## src/rtl/alu_seq_pkg.sv

```systemverilog
// Shared types for the sequential ALU: opcodes, control states and the
// ADD/SUB signed-overflow rule.
package alu_seq_pkg;

  typedef enum logic [2:0] {
    OP_ADD = 3'd0,
    OP_SUB = 3'd1,
    OP_AND = 3'd2,
    OP_OR  = 3'd3,
    OP_XOR = 3'd4,
    OP_SLT = 3'd5,
    OP_ULT = 3'd6,
    OP_MUL = 3'd7
  } op_e;

  typedef enum logic {
    S_IDLE = 1'b0,
    S_MUL  = 1'b1
  } state_e;

  // Operand-sign rule: same-signed operands producing a result of the other sign.
  function automatic logic addsub_ovf(input logic a_msb, input logic b_eff_msb,
                                      input logic res_msb);
    return (a_msb == b_eff_msb) && (res_msb != a_msb);
  endfunction

endpackage

```

## src/rtl/alu_seq_n_mul.sv

```systemverilog
// Shift-add unsigned multiplier: one partial product per cycle over WIDTH cycles.
// done/product are combinational so the caller registers the final sum on the last step.
module mul_shift_add import alu_seq_pkg::*; #(
  parameter int WIDTH = 8
) (
  input  logic               clk,
  input  logic               rst,
  input  logic               start,
  input  logic [WIDTH-1:0]   a,
  input  logic [WIDTH-1:0]   b,
  output logic               done,
  output logic [2*WIDTH-1:0] product
);
  localparam int CW = $clog2(WIDTH);
  localparam logic [CW-1:0] CNT_TOP = CW'(WIDTH - 1);
  localparam logic [CW-1:0] CNT_ONE = CW'(1);

  logic               run_q;
  logic [CW-1:0]      cnt_q;
  logic [2*WIDTH-1:0] acc_q;
  logic [2*WIDTH-1:0] acc_d;
  logic [2*WIDTH-1:0] mcand_q;
  logic [WIDTH-1:0]   mplier_q;

  assign acc_d   = acc_q + (mplier_q[0] ? mcand_q : '0);
  assign done    = run_q && (cnt_q == '0);
  assign product = acc_d;

  always_ff @(posedge clk or posedge rst) begin
    if (rst) begin
      run_q    <= 1'b0;
      cnt_q    <= '0;
      acc_q    <= '0;
      mcand_q  <= '0;
      mplier_q <= '0;
    end else if (start) begin
      run_q    <= 1'b1;
      cnt_q    <= CNT_TOP;
      acc_q    <= '0;
      mcand_q  <= {{WIDTH{1'b0}}, a};
      mplier_q <= b;
    end else if (run_q) begin
      acc_q    <= acc_d;
      mcand_q  <= {mcand_q[2*WIDTH-2:0], 1'b0};
      mplier_q <= {1'b0, mplier_q[WIDTH-1:1]};
      cnt_q    <= cnt_q - CNT_ONE;
      if (cnt_q == '0) run_q <= 1'b0;
    end
  end

endmodule

```

## src/rtl/alu_seq_n.sv

```systemverilog
// Registered ALU with valid/ready intake, flag registers and a multi-cycle multiply.
// Handshake: a request is taken when in_valid && in_ready at a rising clk edge; out_valid pulses once per taken request.
module alu_seq_n import alu_seq_pkg::*; #(
  parameter int WIDTH = 8
) (
  input  logic             clk,
  input  logic             rst,
  input  logic             in_valid,
  output logic             in_ready,
  input  logic [2:0]       op,
  input  logic [WIDTH-1:0] a,
  input  logic [WIDTH-1:0] b,
  output logic             out_valid,
  output logic [WIDTH-1:0] result,
  output logic             carry,
  output logic             overflow,
  output logic             zero,
  output logic             negative,
  output logic             busy
);
  state_e state_q, state_d;
  op_e    op_sel;
  logic   accept, is_mul, mul_start, mul_done;
  logic [2*WIDTH-1:0] mul_product;

  logic [WIDTH-1:0] result_q, result_d, alu_res, b_add;
  logic [WIDTH:0]   sum;
  logic carry_q, carry_d, ovf_q, ovf_d, zero_q, zero_d, neg_q, neg_d;
  logic out_valid_q, out_valid_d;
  logic alu_c, alu_v, is_sub, b_eff_msb;

  assign op_sel = op_e'(op);
  assign is_mul = (op_sel == OP_MUL);
  assign accept = in_valid && in_ready;

  always_ff @(posedge clk or posedge rst) begin
    if (rst) state_q <= S_IDLE;
    else     state_q <= state_d;
  end

  always_comb begin
    state_d = state_q;
    case (state_q)
      S_IDLE:  if (accept && is_mul) state_d = S_MUL;
      S_MUL:   if (mul_done) state_d = S_IDLE;
      default: state_d = S_IDLE;
    endcase
  end

  always_comb begin
    in_ready  = (state_q == S_IDLE) && !rst;
    busy      = (state_q == S_MUL);
    mul_start = accept && is_mul;
  end

  mul_shift_add #(.WIDTH(WIDTH)) u_mul (
    .clk     (clk),
    .rst     (rst),
    .start   (mul_start),
    .a       (a),
    .b       (b),
    .done    (mul_done),
    .product (mul_product)
  );

  always_comb begin
    is_sub  = (op_sel == OP_SUB);
    b_add   = is_sub ? ~b : b;
    sum     = {1'b0, a} + {1'b0, b_add} + {{WIDTH{1'b0}}, is_sub};
    // msb of (~b + 1): ~b's msb flipped by the carry that only all-zero low bits produce.
    b_eff_msb = is_sub ? (~b[WIDTH-1] ^ (b[WIDTH-2:0] == '0)) : b[WIDTH-1];
    alu_res = '0;
    alu_c   = 1'b0;
    alu_v   = 1'b0;
    case (op_sel)
      OP_ADD, OP_SUB: begin
        alu_res = sum[WIDTH-1:0];
        alu_c   = sum[WIDTH];
        alu_v   = addsub_ovf(a[WIDTH-1], b_eff_msb, sum[WIDTH-1]);
      end
      OP_AND:  alu_res = a & b;
      OP_OR:   alu_res = a | b;
      OP_XOR:  alu_res = a ^ b;
      OP_SLT:  alu_res = {{(WIDTH-1){1'b0}}, ($signed(a) < $signed(b))};
      OP_ULT:  alu_res = {{(WIDTH-1){1'b0}}, (a < b)};
      default: alu_res = '0;
    endcase
  end

  always_comb begin
    result_d    = result_q;
    carry_d     = carry_q;
    ovf_d       = ovf_q;
    zero_d      = zero_q;
    neg_d       = neg_q;
    out_valid_d = 1'b0;
    if (mul_done) begin
      result_d    = mul_product[WIDTH-1:0];
      carry_d     = |mul_product[2*WIDTH-1:WIDTH];
      ovf_d       = 1'b0;
      zero_d      = (mul_product[WIDTH-1:0] == '0);
      neg_d       = mul_product[WIDTH-1];
      out_valid_d = 1'b1;
    end else if (accept && !is_mul) begin
      result_d    = alu_res;
      carry_d     = alu_c;
      ovf_d       = alu_v;
      zero_d      = (alu_res == '0);
      neg_d       = alu_res[WIDTH-1];
      out_valid_d = 1'b1;
    end
  end

  always_ff @(posedge clk or posedge rst) begin
    if (rst) begin
      result_q    <= '0;
      carry_q     <= 1'b0;
      ovf_q       <= 1'b0;
      zero_q      <= 1'b0;
      neg_q       <= 1'b0;
      out_valid_q <= 1'b0;
    end else begin
      result_q    <= result_d;
      carry_q     <= carry_d;
      ovf_q       <= ovf_d;
      zero_q      <= zero_d;
      neg_q       <= neg_d;
      out_valid_q <= out_valid_d;
    end
  end

  assign out_valid = out_valid_q;
  assign result    = result_q;
  assign carry     = carry_q;
  assign overflow  = ovf_q;
  assign zero      = zero_q;
  assign negative  = neg_q;

endmodule

```

## config.mk

```make
export PLATFORM = sky130hd
export DESIGN_NAME = alu_seq_n
export DESIGN_NICKNAME = d
export VERILOG_FILES = /design/src/rtl/alu_seq_pkg.sv /design/src/rtl/alu_seq_n_mul.sv /design/src/rtl/alu_seq_n.sv
export SDC_FILE = /design/constraint.sdc
export NUM_CORES = 1
export LEC_CHECK = 0
export ABC_AREA = 1
export BUFFER_PORTS_ARGS = -buffer_cell sky130_fd_sc_hd__buf_2
export CELL_PAD_IN_SITES_DETAIL_PLACEMENT = 1
export CELL_PAD_IN_SITES_GLOBAL_PLACEMENT = 1
export CORE_MARGIN = 5
export CORE_UTILIZATION = 35
export CTS_CLUSTER_DIAMETER = 30
export DETAILED_ROUTE_END_ITERATION = 12
export PLACE_DENSITY_LB_ADDON = 0.25
export RECOVER_POWER = 50
export SLEW_MARGIN = 10
export SYNTH_ARGS = -nofsm -noshare
export SYNTH_HDL_FRONTEND = slang
export SYNTH_SLANG_ARGS = --single-unit
export TNS_END_PERCENT = 100
```

## constraint.sdc

```tcl
create_clock -name clk -period 2.9 [get_ports clk]
set_input_delay 0.145 -clock clk [delete_from_list [all_inputs] [get_ports clk]]
set_output_delay 0.145 -clock clk [all_outputs]
set_load 0.1 [all_outputs]
```

; ---- After elaboration in Yosys (flattened, before gate mapping)
; Index checks and enable logic that the tools add are counted.
[word_totals]
ff_bits = 58
wordCells = 83
[classes]
n_addsub = 4
order_cmp = 2
eq_ne = 9
mux = 32
bitwise = 7
n_reduce_logical = 17
[ops]
columns = cell, count
row1 = two-way mux 16 bit, 5
row2 = one-hot mux 8 bit (6 select lines), 1
row3 = two-way mux 8 bit, 5
row4 = two-way mux 1 bit, 18
row5 = adder 16 bit, 1
row6 = logical NOT 8 bit, 2
row7 = < comparator 8 bit, 2
row8 = "== test 3 bit, second input constant", 4
row9 = adder 8 x 8 -> 9 bit, 1
row10 = adder 9 x 1 -> 9 bit, 1
row11 = bitwise AND 8 bit, 1
row12 = inverter 8 bit, 1
row13 = bitwise OR 8 bit, 1
row14 = OR reduction 8 bit, 1
row15 = bitwise XOR 8 bit, 1
row16 = logical NOT 7 bit, 1
row17 = "== test 3 x 2 -> 1 bit, second input constant", 2
row18 = logical AND 1 bit, 6
row19 = logical NOT 3 bit, 2
row20 = two-way mux 3 bit, 2
row21 = nonzero test 2 bit, 2
row22 = "== test 3 x 1 -> 1 bit, second input constant", 1
row23 = "subtractor 3 x 1 -> 3 bit, second input constant", 1
row24 = logical NOT 1 bit, 2
row25 = 6 further kinds, 7

; ---- Depth between registers and ports, before layout
; Gate-level depths: netlist of run 1.
[logic_depth]
depth_word = 9
ltp_mapped = 20
ltp_nobuf = 20

; ---- Hierarchy
; A second synthesis of run 1 with hierarchy kept.
[hier_totals]
hier_cells = 682
hier_area_um2 = 4759.6
[by_module_without_submodules]
columns = module, instances, cells_each, area_per_inst_um2
row1 = mul_shift_add, 1, 395, 2874.0
row2 = alu_seq_n, 1, 287, 1885.6

; ---- Worst setup path after synthesis of run 1
; OpenSTA, ideal clock, no wires.
[synth_path]
path_type = reg-to-reg
start = reg state_q, in the netlist busy
end = reg u_mul.mcand_q[4]
setup_ns = 0.130
arrival_ns = 3.302
required_ns = 2.770
path_slack_ns = -0.532
stages_incl_launch_ff = 8
n_path_buf = 1
period_less_slack_ns = 3.432
path_cell_list = dfrtp_1 nor2_1 nand2_1 nor2_8 nor2_2 buf_2 a22oi_1 o21ai_0
[synth_between]
elab_chain_cells = 5
[synth_rtl]
columns = item, line
row1 = start: declaration, alu_seq_n.sv:21  ; state_e state_q, state_d;
row2 = start signal: assignment, alu_seq_n.sv:38  ; else state_q <= state_d;
row3 = inverter 1 bit *, -
row4 = logical AND 1 bit *, alu_seq_n.sv:51  ; in_ready = (state_q == S_IDLE) && !rst;
row5 = via in_ready, alu_seq_n.sv:9  ; output logic in_ready,
row6 = logical AND 1 bit *, alu_seq_n.sv:34  ; assign accept = in_valid && in_ready;
row7 = logical AND 1 bit *, alu_seq_n.sv:53  ; mul_start = accept && is_mul;
row8 = two-way mux 16 bit / nonzero test 2 bit (equally long branches), -
row9 = end signal: assignment, alu_seq_n_mul.sv:40  ; mcand_q <= {{WIDTH{1'b0}}, a};
row10 = end signal: assignment, alu_seq_n_mul.sv:44  ; mcand_q <= {mcand_q[2*WIDTH-2:0], 1'b0};
row11 = end: declaration, alu_seq_n_mul.sv:22  ; logic [2*WIDTH-1:0] mcand_q;
; The timed path passes the listed nets; every way through them passes the cells marked *.
; A chain may end at the register's enable or synchronous reset.

; ---- Final worst setup path of run 1
[layout_path]
start = reg u_mul.mplier_q[0]
end = reg carry_q, in the netlist carry
[layout_between]
elab_chain_cells = 4
[layout_rtl]
columns = item, line
row1 = start: declaration, alu_seq_n_mul.sv:23  ; logic [WIDTH-1:0] mplier_q;
row2 = start signal: assignment, alu_seq_n_mul.sv:45  ; mplier_q <= {1'b0, mplier_q[WIDTH-1:1]};
row3 = two-way mux 16 bit, alu_seq_n_mul.sv:25  ; assign acc_d = acc_q + (mplier_q[0] ? mcand_q : '0);
row4 = adder 16 bit, alu_seq_n_mul.sv:25
row5 = OR reduction 8 bit, alu_seq_n.sv:99  ; carry_d = |mul_product[2*WIDTH-1:WIDTH];
row6 = two-way mux 1 bit, alu_seq_n.sv:97  ; if (mul_done) begin
row7 = end signal: assignment, alu_seq_n.sv:124  ; carry_q <= carry_d;
row8 = end: declaration, alu_seq_n.sv:28  ; logic carry_q, carry_d, ovf_q, ovf_d, zero_q, zero_d, neg_q, neg_d;
; No other way between the ends.

==> out/results.env, run 1 <==
TOTAL_AREA_OF_SEQUENTIAL_CELLS_MM2=0.00143
WORSTSETUPENDPOINTTYPE='register'
POSTROUTEANTENNANETS=0
CLK_ROOT_BUFFER_CELL='sky130_fd_sc_hd__clkbuf_16'
POWER.COMBINATIONAL.FRACTION_PCT=47.3
CTS-RESIZED-GATES=0
SETUP-TNS-FINAL_NS=0
PWR_DENSITY_CELL_mW_PER_MM2=864
WORSTMARGINPINSLEW_NS=1.47
DIE_AR_MM2=0.0154
GRT.OVERFLOW.TOTAL=0
MULTIINPUTGATEAREA_MM2=0.00263
POWER.SWITCHING_mW=2.05
FLOPS_LATCHES_SYNTH=57
FINAL.MIN_CLOCK_PERIOD_NS=2.56
CTS_MAX_LEVEL=3
CTS_TREE='done'
SWSHARE_PCT=45.3
VIAS=4353
SETUP_VIOL_COUNT_FINAL=0
SYN-CELL-AREA_MM2=0.00456
R2R-START='u_mul.mplier_q[0]'
R2R_SETUP_SLACK_NS=0.34
NETLIST_INSTANCES=640
WIRELENGTH_UM=13900
YS.FLOP_TYPE='sky130_fd_sc_hd__dfrtp_1'
FP.DIEH_UM=124
POSTSYNTHAREAPERCELL_UM2=7.13
CTS.REPORTEDPATHS.CLKPINSLEW_NS=0.05
CTS_MADE_BUFFERS=9
TIMING.CRITICAL_PATH.ARRIVAL_NS=2.77
AREA_GROWTH_SYN_TO_LAYOUT_PCT=14.8
WORST_R2R_ENDPOINT='carry'
DESIGN.PORTCOUNT=37
UNREPAIRED_SETUP_ENDPOINTS_AFTER_GLOBAL_ROUTING='false'
CTS_NUM_SINKS=57
POSTCTSSETUPBUFFERS=0
SYNTH.NET_COUNT=712
PORT_BUFFERS=36
START_UTIL_PCT=35.9
WORST_SLACK_PLACED_NS=0.179
POWER.IR.VDD_WORST_mV=0.332
REQUIRED_NS=3.11
FINALHOLDVIOLCOUNT=0
WIRE_LENGTH_OF_THE_FIRST_GLOBAL_ROUTING_PASS_UM=23400
EDFF_COUNT_SYNTH=0
ACHIEVABLE-FREQUENCY_GHz=0.390
DP.CELLS=840
FINAL_CRITICAL_PATH_SETUP_SLACK_NS=0.339
LARGEST_DRIVER_FANOUT_ON_THE_CRITICAL_PATH=10
P_SEQ_SHARE_PCT=26.8
WORSTSETUPSTARTPOINTTYPE='register'
CORE_FOOTPRINT_MM2=0.0127
N_FILL_CELL=1664
PLACE.GP.CONGESTION=0.894
CTS_HOLD_BUFFERS=0
RUN_STATUS='finished, final reports clean'
CLOCK_POWER_SHARE_PCT=25.9
VIA_COUNT_OF_THE_FIRST_GLOBAL_ROUTING_PASS=4666
ANTENNA_FOUND_INITIAL=0
MIN_PERIOD_OVER_PERIOD_PCT=88.3
CLASSIFICATION_OF_THE_WORST_SETUP_PATH='register to register'
FINAL_MAX_SLEW_VIOL_COUNT=0
NUM_ANTENNA_CELLS=0
DETAIL_ROUTE.FIRST_PASS.ITERATIONS=5
FINAL_CELLS=855
DIE-WIDTH_UM=124
POSTSYNTH.ASYNCRESETSHARE_PCT=100
CP-ENDPOINT='carry'
DRT_FIRST_ITER_VIOLATIONS=258
WORST_CASE_HOLD_SLACK_NS=0.155
GRT_UTIL_ALL_LAYERS_PCT=19.3
AVGVIACOUNTPERCELL=5.09
CLOCK_LATENCY_LATE_SINK_NS=0.33
POST_DRT_WL_PER_CELL_UM=16.3
STARTPOINT='u_mul.mplier_q[0]'
TIMING.HOLD.WORST.CLASS='input pin to register'
FINAL_NET_COUNT=751
SYNTH_SEQUENTIAL_AREA_RATIO_PCT=31.3
REG2REGPATHDEPTH=14
YOSYSWARNINGCOUNT=0
CELLINTERNALPOWER_mW=2.48
DRIVE_ABOVE_1_SHARE_PCT=10.4
MAX_SLEW_MARGIN_PCT=1.84
GRT_MAX_DEGREE=58
CTS_MAX_PATH_BUFFERS=2
TOTAL_NUMBER_OF_PLACEMENT_ROWS=41
P_LEAK_nW=2.91
DRV.MAX_CAP_VIOLATION_COUNT=0
PLACE_HPWL_UM=11200
POST_SYNTH_NUM_CELL_TYPES=40
DETAIL_ROUTE.DRC_VIOLATIONS=0
WORST_CLOCK_SKEW_NS=0.00715
==> routing by layer <==
layer | track usage [%] | wire [um] | part of all wire (%) | up-vias
li1 | - | - | - | 2137
met1 | 25.1 | 6420 | 46 | 2125
met2 | 33.8 | 6830 | 49 | 75
met3 | 2.86 | 450 | 3.2 | 16
met4 | 4.72 | 212 | 1.5 | 0
met5 | 0 | 0 | 0 | -
==> stage by stage <==
step | total power, mW | utilization, % | area [um^2]
after floorplan | 2.81 | - | 4570
after global placement | 3.31 | 38.7 | 4920
after detailed placement | 3.37 | 38.7 | 4920
after CTS | 4.58 | 41.3 | 5250
after global routing | 4.88 | 41.2 | 5240
final | 4.53 | 41.2 | 5240
==> synthesized netlist by cell type, drive strengths merged, types with 4 or more instances <==
cell type | count | area share (%)
ha | 48 | 13
nand2 | 181 | 15
nor2 | 53 | 5.2
o21ai | 36 | 3.9
o221ai | 10 | 1.9
inv | 116 | 9.5
o22ai | 7 | 0.96
o211ai | 10 | 1.6
nand4 | 7 | 0.96
buf | 9 | 1.3
a22oi | 5 | 0.93
dfrtp | 57 | 31
a21oi | 24 | 2.6
nand3 | 39 | 4.7
xor2 | 12 | 2.3
nand3b | 5 | 0.82
clkbuf | 4 | 0.36
==> kinds of logic (layout without fill, tap and decap cells) <==
group / after synthesis / count (layout) / synth area share (%)
DFF: 57 / 57 / 31.3
and+or+nand+nor: 291 / 291 / 27.5
adders and majority gates: 50 / 50 / 14.0
xor gates and xnor gates: 14 / 14 / 2.69
buffers and inverters: 129 / 172 / 11.2
AOI/OAI and AO/OA: 99 / 99 / 13.3
==> layout by cell type, fill, tap and decap left out, drive strengths merged, types with 10 or more instances in the layout <==
cell	instances
o21ai	36
buf	32
ha	48
clkbuf	20
o211ai	10
nand3	39
a21oi	24
nand2	181
inv	115
dfrtp	57
nor2	53
xor2	12
o221ai	10
==> how the worst min path moves through the flow <==
stage / start / to / slack, ns / cells past startpoint
floorplan: b[1] / u_mul.mplier_q[1] / 0.30 / 2
global placement: rst / overflow / 0.41 / 3
detailed placement: rst / result[6] / 0.42 / 3
CTS: rst / u_mul.acc_q[14] / 0.07 / 3
global route: b[4] / u_mul.mplier_q[4] / 0.16 / 3
finish: b[4] / u_mul.mplier_q[4] / 0.15 / 3
==> flip-flops by register name, summed over array words and instances (netlist names) <==
signal and cells:
u_mul.run_q 1, u_mul.cnt_q 3, zero 1, carry 1, u_mul.mcand_q 16, u_mul.acc_q 16
result 8, u_mul.mplier_q 8, out_valid 1, busy 1, overflow 1
==> layout make-up <==
class / instances / area share, %
Clock buffer: 11 / 4.82
Clock inverter: 4 / 1.46
Inverter: 116 / 8.31
Multi-Input combinational cell: 454 / 50.2
Sequential cell: 57 / 27.2
Tap cell: 172 / 4.11
Timing Repair Buffer: 41 / 3.92
==> power groups by stage <==
| stage | combinational [mW] | clock, mW | sequential, mW |
|---|---|---|---|
| floorplan | 1.34 | 0 | 1.46 |
| global placement | 2.10 | 0 | 1.21 |
| detailed placement | 2.15 | 0 | 1.22 |
| CTS | 2.16 | 1.20 | 1.21 |
| global route | 2.41 | 1.23 | 1.24 |
| finish | 2.14 | 1.17 | 1.21 |
==> worst max-delay path, stage by stage (launching register included) <==
cell and delay [ns]:
sky130_fd_sc_hd__dfrtp_1 0.45, sky130_fd_sc_hd__buf_4 0.21, sky130_fd_sc_hd__nand2_1 0.07, sky130_fd_sc_hd__inv_1 0.04, sky130_fd_sc_hd__ha_1 0.34, sky130_fd_sc_hd__a21oi_1 0.36, sky130_fd_sc_hd__o21ai_0 0.19, sky130_fd_sc_hd__a21oi_1 0.23
sky130_fd_sc_hd__nand3b_1 0.10, sky130_fd_sc_hd__nand2_1 0.10, sky130_fd_sc_hd__nand2_1 0.06, sky130_fd_sc_hd__nor2_1 0.11, sky130_fd_sc_hd__nand2_1 0.07, sky130_fd_sc_hd__nand2_1 0.05, sky130_fd_sc_hd__nand2_1 0.05
Note: power is estimated with default switching activity, not from simulation.
==> inputs of run 2 (changes only) <==
--- a/config.mk
+++ b/config.mk
@@ -6,12 +6,12 @@
 export NUM_CORES = 1
 export LEC_CHECK = 0
 export ABC_AREA = 1
-export BUFFER_PORTS_ARGS = -buffer_cell sky130_fd_sc_hd__buf_2
+export BUFFER_PORTS_ARGS = -buffer_cell sky130_fd_sc_hd__buf_4
 export CELL_PAD_IN_SITES_DETAIL_PLACEMENT = 1
 export CELL_PAD_IN_SITES_GLOBAL_PLACEMENT = 1
 export CORE_MARGIN = 5
 export CORE_UTILIZATION = 35
-export CTS_CLUSTER_DIAMETER = 30
+export CTS_CLUSTER_DIAMETER = 80
 export DETAILED_ROUTE_END_ITERATION = 12
 export PLACE_DENSITY_LB_ADDON = 0.25
 export RECOVER_POWER = 50
==> run 2 against run 1 <==
Against the previous run:
- final cell count up 0.35%
- register-to-register slack about the same
- largest cell class unchanged
- global-route usage up 0.21 points
- fmax down 0.32%
- power down 2.1%
- die area unchanged
- critical path type unchanged
- critical path depth up 2
- flip-flop and latch count unchanged
- largest power group unchanged
==> out/results.env, run 2 (synthesis results as in run 1) <==
ACHIEVABLE-FREQUENCY_GHz=0.389
CLK_ROOT_BUFFER_CELL='sky130_fd_sc_hd__clkbuf_16'
REG2REGPATHDEPTH=16
CLOCK_LATENCY_LATE_SINK_NS=0.32
VIA_COUNT_OF_THE_FIRST_GLOBAL_ROUTING_PASS=4597
FINAL_NET_COUNT=753
GRT_MAX_DEGREE=27
DETAIL_ROUTE.FIRST_PASS.ITERATIONS=5
WIRELENGTH_UM=14200
CTS-RESIZED-GATES=0
CLASSIFICATION_OF_THE_WORST_SETUP_PATH='register to register'
LARGEST_DRIVER_FANOUT_ON_THE_CRITICAL_PATH=8
POSTCTSSETUPBUFFERS=0
FIN_UTIL_PCT=41.4
FINAL_CELLS=858
GRT.MET3_USAGE_PCT=2.59
WIRE_LENGTH_OF_THE_FIRST_GLOBAL_ROUTING_PASS_UM=23500
CTS_TREE='done'
DIE_AR_MM2=0.0154
CTS.REPORTEDPATHS.CLKPINSLEW_NS=0.05
AREA_GROWTH_SYN_TO_LAYOUT_PCT=15.4
WORST_CASE_HOLD_SLACK_NS=0.124
GRT_UTIL_MET2_PCT=33.5
MIN_PERIOD_OVER_PERIOD_PCT=88.6
CTS_NUM_SINKS=57
CP-ENDPOINT='carry'
NUM_ANTENNA_CELLS=0
WORSTSETUPSTARTPOINTTYPE='register'
RUN_STATUS='finished, final reports clean'
FP.DIEH_UM=124
FINAL_COMMON_CELL='sky130_fd_sc_hd__nand2_1'
FINAL.MIN_CLOCK_PERIOD_NS=2.57
PLACE_HPWL_UM=11400
SETUP-TNS-FINAL_NS=0
PATH_CELLS='nand2_1, inv_1, ha_1, fa_1, nand2_1, nand2_1, o21ai_0, inv_1, nand2_1, nand2_1, xor2_1, nand3_1, nor2_1, nand2_1, nand2_1, nand2_1'
R2R_SETUP_SLACK_NS=0.33
CTS_HOLD_BUFFERS=1
DETAIL_ROUTE.DRC_VIOLATIONS=0
N_FILL_CELL=1677
AVGVIACOUNTPERCELL=5.08
PWR_DENSITY_CELL_mW_PER_MM2=841
BUSIEST_LAYER='met2'
UNREPAIRED_SETUP_ENDPOINTS_AFTER_GLOBAL_ROUTING='false'
START_UTIL_PCT=35.9
FINAL_CELL_MIX='178 x sky130_fd_sc_hd__nand2_1, 108 x sky130_fd_sc_hd__inv_1, 57 x sky130_fd_sc_hd__dfrtp_1'
DRT_FIRST_ITER_VIOLATIONS=234
CTS_MADE_BUFFERS=9
P_LEAK_nW=2.92
POWER.IR.VDD_WORST_mV=0.309
WORST_R2R_ENDPOINT='carry'
FINALHOLDVIOLCOUNT=0
POST_DRT_WL_PER_CELL_UM=16.6
GROUTE.LAYER.MET1.USAGE_PCT=25.8
POSTROUTEANTENNANETS=0
TOTAL_AREA_OF_SEQUENTIAL_CELLS_MM2=0.00143
CTS_MAX_PATH_BUFFERS=2
R2R-START='u_mul.mplier_q[0]'
MULTIINPUTGATEAREA_MM2=0.00263
PORT_BUFFERS=36
TOTAL_NUMBER_OF_PLACEMENT_ROWS=41
TIMING.HOLD.WORST.CLASS='input pin to register'
STARTPOINT='u_mul.mplier_q[0]'
FINAL_MAX_SLEW_VIOL_COUNT=0
PLACE.GP.CONGESTION=0.945
WORSTMARGINPINSLEW_NS=1.35
WORSTSETUPENDPOINTTYPE='register'
DP.CELLS=841
DESIGN.PORTCOUNT=37
BIGGESTREGSBYFLOPS='u_mul.acc_q x16, u_mul.mcand_q x16'
MAX_STAGE_DELAY_NS=0.45
GRT_UTIL_ALL_LAYERS_PCT=19.5
REQUIRED_NS=3.11
CRITICAL_PATH.MOST_COMMON_CELL='sky130_fd_sc_hd__nand2_1'
VIAS=4359
DIE-WIDTH_UM=124
DRIVE_ABOVE_1_SHARE_PCT=9.33
SETUP_VIOL_COUNT_FINAL=0
MIN_DELAY_PATH_DEPTH=3
WORST_CLOCK_SKEW_NS=0.00481
GRT.OVERFLOW.TOTAL=0
CRIT_PATH_TOP_DELAY_CELL='sky130_fd_sc_hd__dfrtp_1'
DRV.MAX_CAP_VIOLATION_COUNT=0
ANTENNA_FOUND_INITIAL=0
CTS_MAX_LEVEL=3
TIMING.CRITICAL_PATH.ARRIVAL_NS=2.78
CORE_FOOTPRINT_MM2=0.0127
MAX_SLEW_MARGIN_PCT=10.2
run 2: cell count changes in the layout (fill, tap and decap cells not counted), moves of 2 or more:
cell / before / now
sky130_fd_sc_hd__buf_2: 28 / 0
sky130_fd_sc_hd__buf_4: 4 / 27
sky130_fd_sc_hd__clkbuf_1: 8 / 17
sky130_fd_sc_hd__clkinv_2: 0 / 2
run 2: routing by layer:
metal  vias up  part of all wire, %
li1       2139                    -
met1      2126                   47
met2        75                   49
met3        19                  2.3
met4         0                  1.6
met5         -                    0
run 2: area by class of cell:
class                      instances  share of cell area (%)
multi-input combinational        454                    49.9
sequential                        57                    27.1
inverter                         116                    8.27
timing repair buffer              43                    5.18
clock buffer                      13                    4.75
tap                              172                    4.09
clock inverter                     3                   0.760
run 2: critical path: cells and delay by family, from the launching register on:
kind,cells,cell delay [ns]
xor gates and xnor gates,1,0.19
AOI/OAI and AO/OA,1,0.20
and+or+nand+nor,10,0.83
adders and majority gates,2,0.62
buffers and inverters,2,0.16
DFF,1,0.45
run 2: power by group:
part | switching, mW | total (mW) | internal (mW)
sequential | 0.168 | 1.21 | 1.05
combinational | 1.52 | 2.16 | 0.646
clock | 0.366 | 1.05 | 0.686
run 2: worst min-delay path by stage:
stage                     from           endpoint
after global routing      b[1]  u_mul.mplier_q[1]
final                     b[1]  u_mul.mplier_q[1]
after detailed placement   rst               busy
after global placement     rst               busy
after floorplan           b[1]  u_mul.mplier_q[1]
after CTS                 b[1]  u_mul.mplier_q[1]
run 2: per-stage QoR:
stage | area (um^2) | worst slack (ns) | total power [mW]
4_1_cts | 5320 | 0.329 | 4.50
5_1_grt | 5270 | 0.0640 | 4.78
6_report | 5270 | 0.330 | 4.43
3_3_place_gp | 5020 | 0.255 | 3.35
2_1_floorplan | 4570 | 0.0423 | 2.81
3_5_place_dp | 5020 | 0.0944 | 3.42
==> inputs of run 3 (changes only) <==
==> constraint.sdc (replaced) <==
create_clock -name clk -period 2.3 [get_ports clk]
set_input_delay 0.115 -clock clk [delete_from_list [all_inputs] [get_ports clk]]
set_output_delay 0.115 -clock clk [all_outputs]
set_load 0.1 [all_outputs]
==> run 3 against run 2 <==
Against the previous run:
- combinational power increased by 74%
- via count increased by 5.1%
- clock power increased by 38%
- clock skew increased by 0.0080 ns
- critical path depth decreased by 1
- die area unchanged
- clock-buffer cell count decreased by 2
- register-to-register slack got worse by 0.30 ns
- wire length increased by 7.9%
- highest routed layer unchanged
- sequential power increased by 29%
==> out/results.env, run 3 (synthesis results as in run 1) <==
DESIGN.PORTCOUNT=37
FP.DIEH_UM=124
POSTLAYOUTCELLAREA_MM2=0.00593
VIA_COUNT_OF_THE_FIRST_GLOBAL_ROUTING_PASS=4887
DIE_AR_MM2=0.0154
AREA_GROWTH_SYN_TO_LAYOUT_PCT=30.1
WORST_CASE_HOLD_SLACK_NS=0.0981
TIMING.HOLD.WORST.CLASS='input pin to register'
CTS_MADE_BUFFERS=9
GRT_UTIL_ALL_LAYERS_PCT=20.6
R2R-START='u_mul.mplier_q[0]'
DRV.MAX_CAP_VIOLATION_COUNT=0
DP.CELLS=888
FINAL.MIN_CLOCK_PERIOD_NS=2.27
WORSTSETUPSTARTPOINTTYPE='register'
REQUIRED_NS=2.52
DRT_FIRST_ITER_VIOLATIONS=286
VIAS=4581
GRT.OVERFLOW.TOTAL=0
CTS_HOLD_BUFFERS=0
TOTAL_NUMBER_OF_PLACEMENT_ROWS=41
CP-ENDPOINT='carry'
FINALHOLDVIOLCOUNT=0
POSTROUTEANTENNANETS=0
CLK_ROOT_BUFFER_CELL='sky130_fd_sc_hd__clkbuf_16'
POST_DRT_WL_PER_CELL_UM=16.9
CTS_MAX_LEVEL=3
RUN_STATUS='finished, final reports clean'
MIN_PERIOD_OVER_PERIOD_PCT=98.6
R2R_SETUP_SLACK_NS=0.03
TOT_PWR_mW=6.76
POWER.IR.VDD_WORST_mV=0.395
CORE_FOOTPRINT_MM2=0.0127
UNREPAIRED_SETUP_ENDPOINTS_AFTER_GLOBAL_ROUTING='true'
WORST_R2R_ENDPOINT='carry'
CTS_TREE='done'
WORST_CLOCK_SKEW_NS=0.0128
SETUP_VIOL_COUNT_FINAL=0
PLACE.GP.CONGESTION=0.928
NUM_ANTENNA_CELLS=0
TIMING.CRITICAL_PATH.ARRIVAL_NS=2.48
BIGGESTREGSBYFLOPS='u_mul.acc_q x16, u_mul.mcand_q x16'
AVGVIACOUNTPERCELL=5.06
FINAL_COMMON_CELL='sky130_fd_sc_hd__nand2_1'
DPL-INSTANCE-AREA_MM2=0.00538
PORT_BUFFERS=36
LARGEST_DRIVER_FANOUT_ON_THE_CRITICAL_PATH=11
FINAL_CRITICAL_PATH_SETUP_SLACK_NS=0.0321
WIRELENGTH_UM=15300
FIN_UTIL_PCT=46.6
CTS_NUM_SINKS=57
REG2REGPATHDEPTH=15
FINAL_CELL_MIX='169 x sky130_fd_sc_hd__nand2_1, 107 x sky130_fd_sc_hd__inv_1, 84 x sky130_fd_sc_hd__buf_4'
P_LEAK_nW=3.20
PWR_DENSITY_CELL_mW_PER_MM2=1140
START_UTIL_PCT=35.9
DETAIL_ROUTE.FIRST_PASS.ITERATIONS=4
FINAL_CELLS=906
CTS.REPORTEDPATHS.CLKPINSLEW_NS=0.06
CLASSIFICATION_OF_THE_WORST_SETUP_PATH='register to register'
PLACE_HPWL_UM=11700
STARTPOINT='u_mul.mplier_q[0]'
GRT_MAX_DEGREE=58
DRIVE_ABOVE_1_SHARE_PCT=24.1
SETUP-TNS-FINAL_NS=0
N_FILL_CELL=1673
WORSTSETUPENDPOINTTYPE='register'
WIRE_LENGTH_OF_THE_FIRST_GLOBAL_ROUTING_PASS_UM=24800
CTS_MAX_PATH_BUFFERS=2
FINAL_NET_COUNT=801
WORSTMARGINPINSLEW_NS=1.45
MAX_SLEW_MARGIN_PCT=3.11
DETAIL_ROUTE.DRC_VIOLATIONS=0
DIE-WIDTH_UM=124
WORST_SLACK_PLACED_NS=-0.240
FINAL_MAX_SLEW_VIOL_COUNT=0
ACHIEVABLE-FREQUENCY_GHz=0.441
ANTENNA_FOUND_INITIAL=0
CLOCK_LATENCY_LATE_SINK_NS=0.34
run 3: changes by cell type in the layout (fill, tap and decap cells not counted), moves of 5 or more:
cell,delta
sky130_fd_sc_hd__clkbuf_1,-9
sky130_fd_sc_hd__ha_4,+6
sky130_fd_sc_hd__nor2_1,-13
sky130_fd_sc_hd__buf_4,+57
sky130_fd_sc_hd__nand2_1,-9
sky130_fd_sc_hd__a21oi_1,-10
sky130_fd_sc_hd__a21oi_2,+9
sky130_fd_sc_hd__nand2_2,+9
sky130_fd_sc_hd__o21ai_0,-5
sky130_fd_sc_hd__ha_1,-9
sky130_fd_sc_hd__nor2_2,+11
run 3: worst max-delay path: stages, from the launching register on:
cell and delay [ns]:
sky130_fd_sc_hd__dfrtp_1 0.40, sky130_fd_sc_hd__buf_4 0.18, sky130_fd_sc_hd__nand2_1 0.07, sky130_fd_sc_hd__inv_1 0.05, sky130_fd_sc_hd__ha_4 0.28, sky130_fd_sc_hd__buf_4 0.12, sky130_fd_sc_hd__nand2_2 0.09, sky130_fd_sc_hd__nor2_2 0.16
sky130_fd_sc_hd__nand3_1 0.11, sky130_fd_sc_hd__nand3b_1 0.13, sky130_fd_sc_hd__xnor2_1 0.15, sky130_fd_sc_hd__nand2_1 0.09, sky130_fd_sc_hd__nor2_1 0.14, sky130_fd_sc_hd__nand2_1 0.07, sky130_fd_sc_hd__nand2_1 0.05, sky130_fd_sc_hd__nand2_1 0.05
run 3: worst min path at each step:
stage / depth (start not counted) / startpoint / endpoint / slack [ns]
after floorplan: 2 / b[1] / u_mul.mplier_q[1] / 0.27
after global placement: 3 / rst / overflow / 0.40
after detailed placement: 3 / rst / overflow / 0.40
after CTS: 3 / rst / result[0] / 0.05
after global routing: 3 / b[4] / u_mul.mplier_q[4] / 0.11
final: 3 / b[1] / u_mul.mplier_q[1] / 0.1
run 3: final cells by class:
type / instances / area, um^2 / area share, %
multi-input combinational: 454 / 2880 / 48.6
inverter: 116 / 435 / 7.34
sequential: 57 / 1430 / 24.1
tap: 172 / 215 / 3.63
timing repair buffer: 91 / 658 / 11.1
clock inverter: 5 / 81.3 / 1.37
clock buffer: 11 / 233 / 3.92
run 3: timing repair:
item / in CTS / in global routing
setup buffers: 1 / 1
pin swaps: 1 / 15
resized for setup: 20 / 43
cloned: 0 / 0
setup endpoints to repair: 3 / 10
run 3: report_power, final:
part,switching [mW],internal [mW],total (mW)
clock,0.502,0.949,1.45
sequential,0.246,1.32,1.56
combinational,2.27,1.47,3.75
run 3: layer usage:
layer	track usage, %	vias up	wire, um
met5	0	-	0
met4	6.09	0	464
met3	2.00	30	301
met2	35.9	73	7610
met1	26.9	2247	6960
li1	-	2231	-
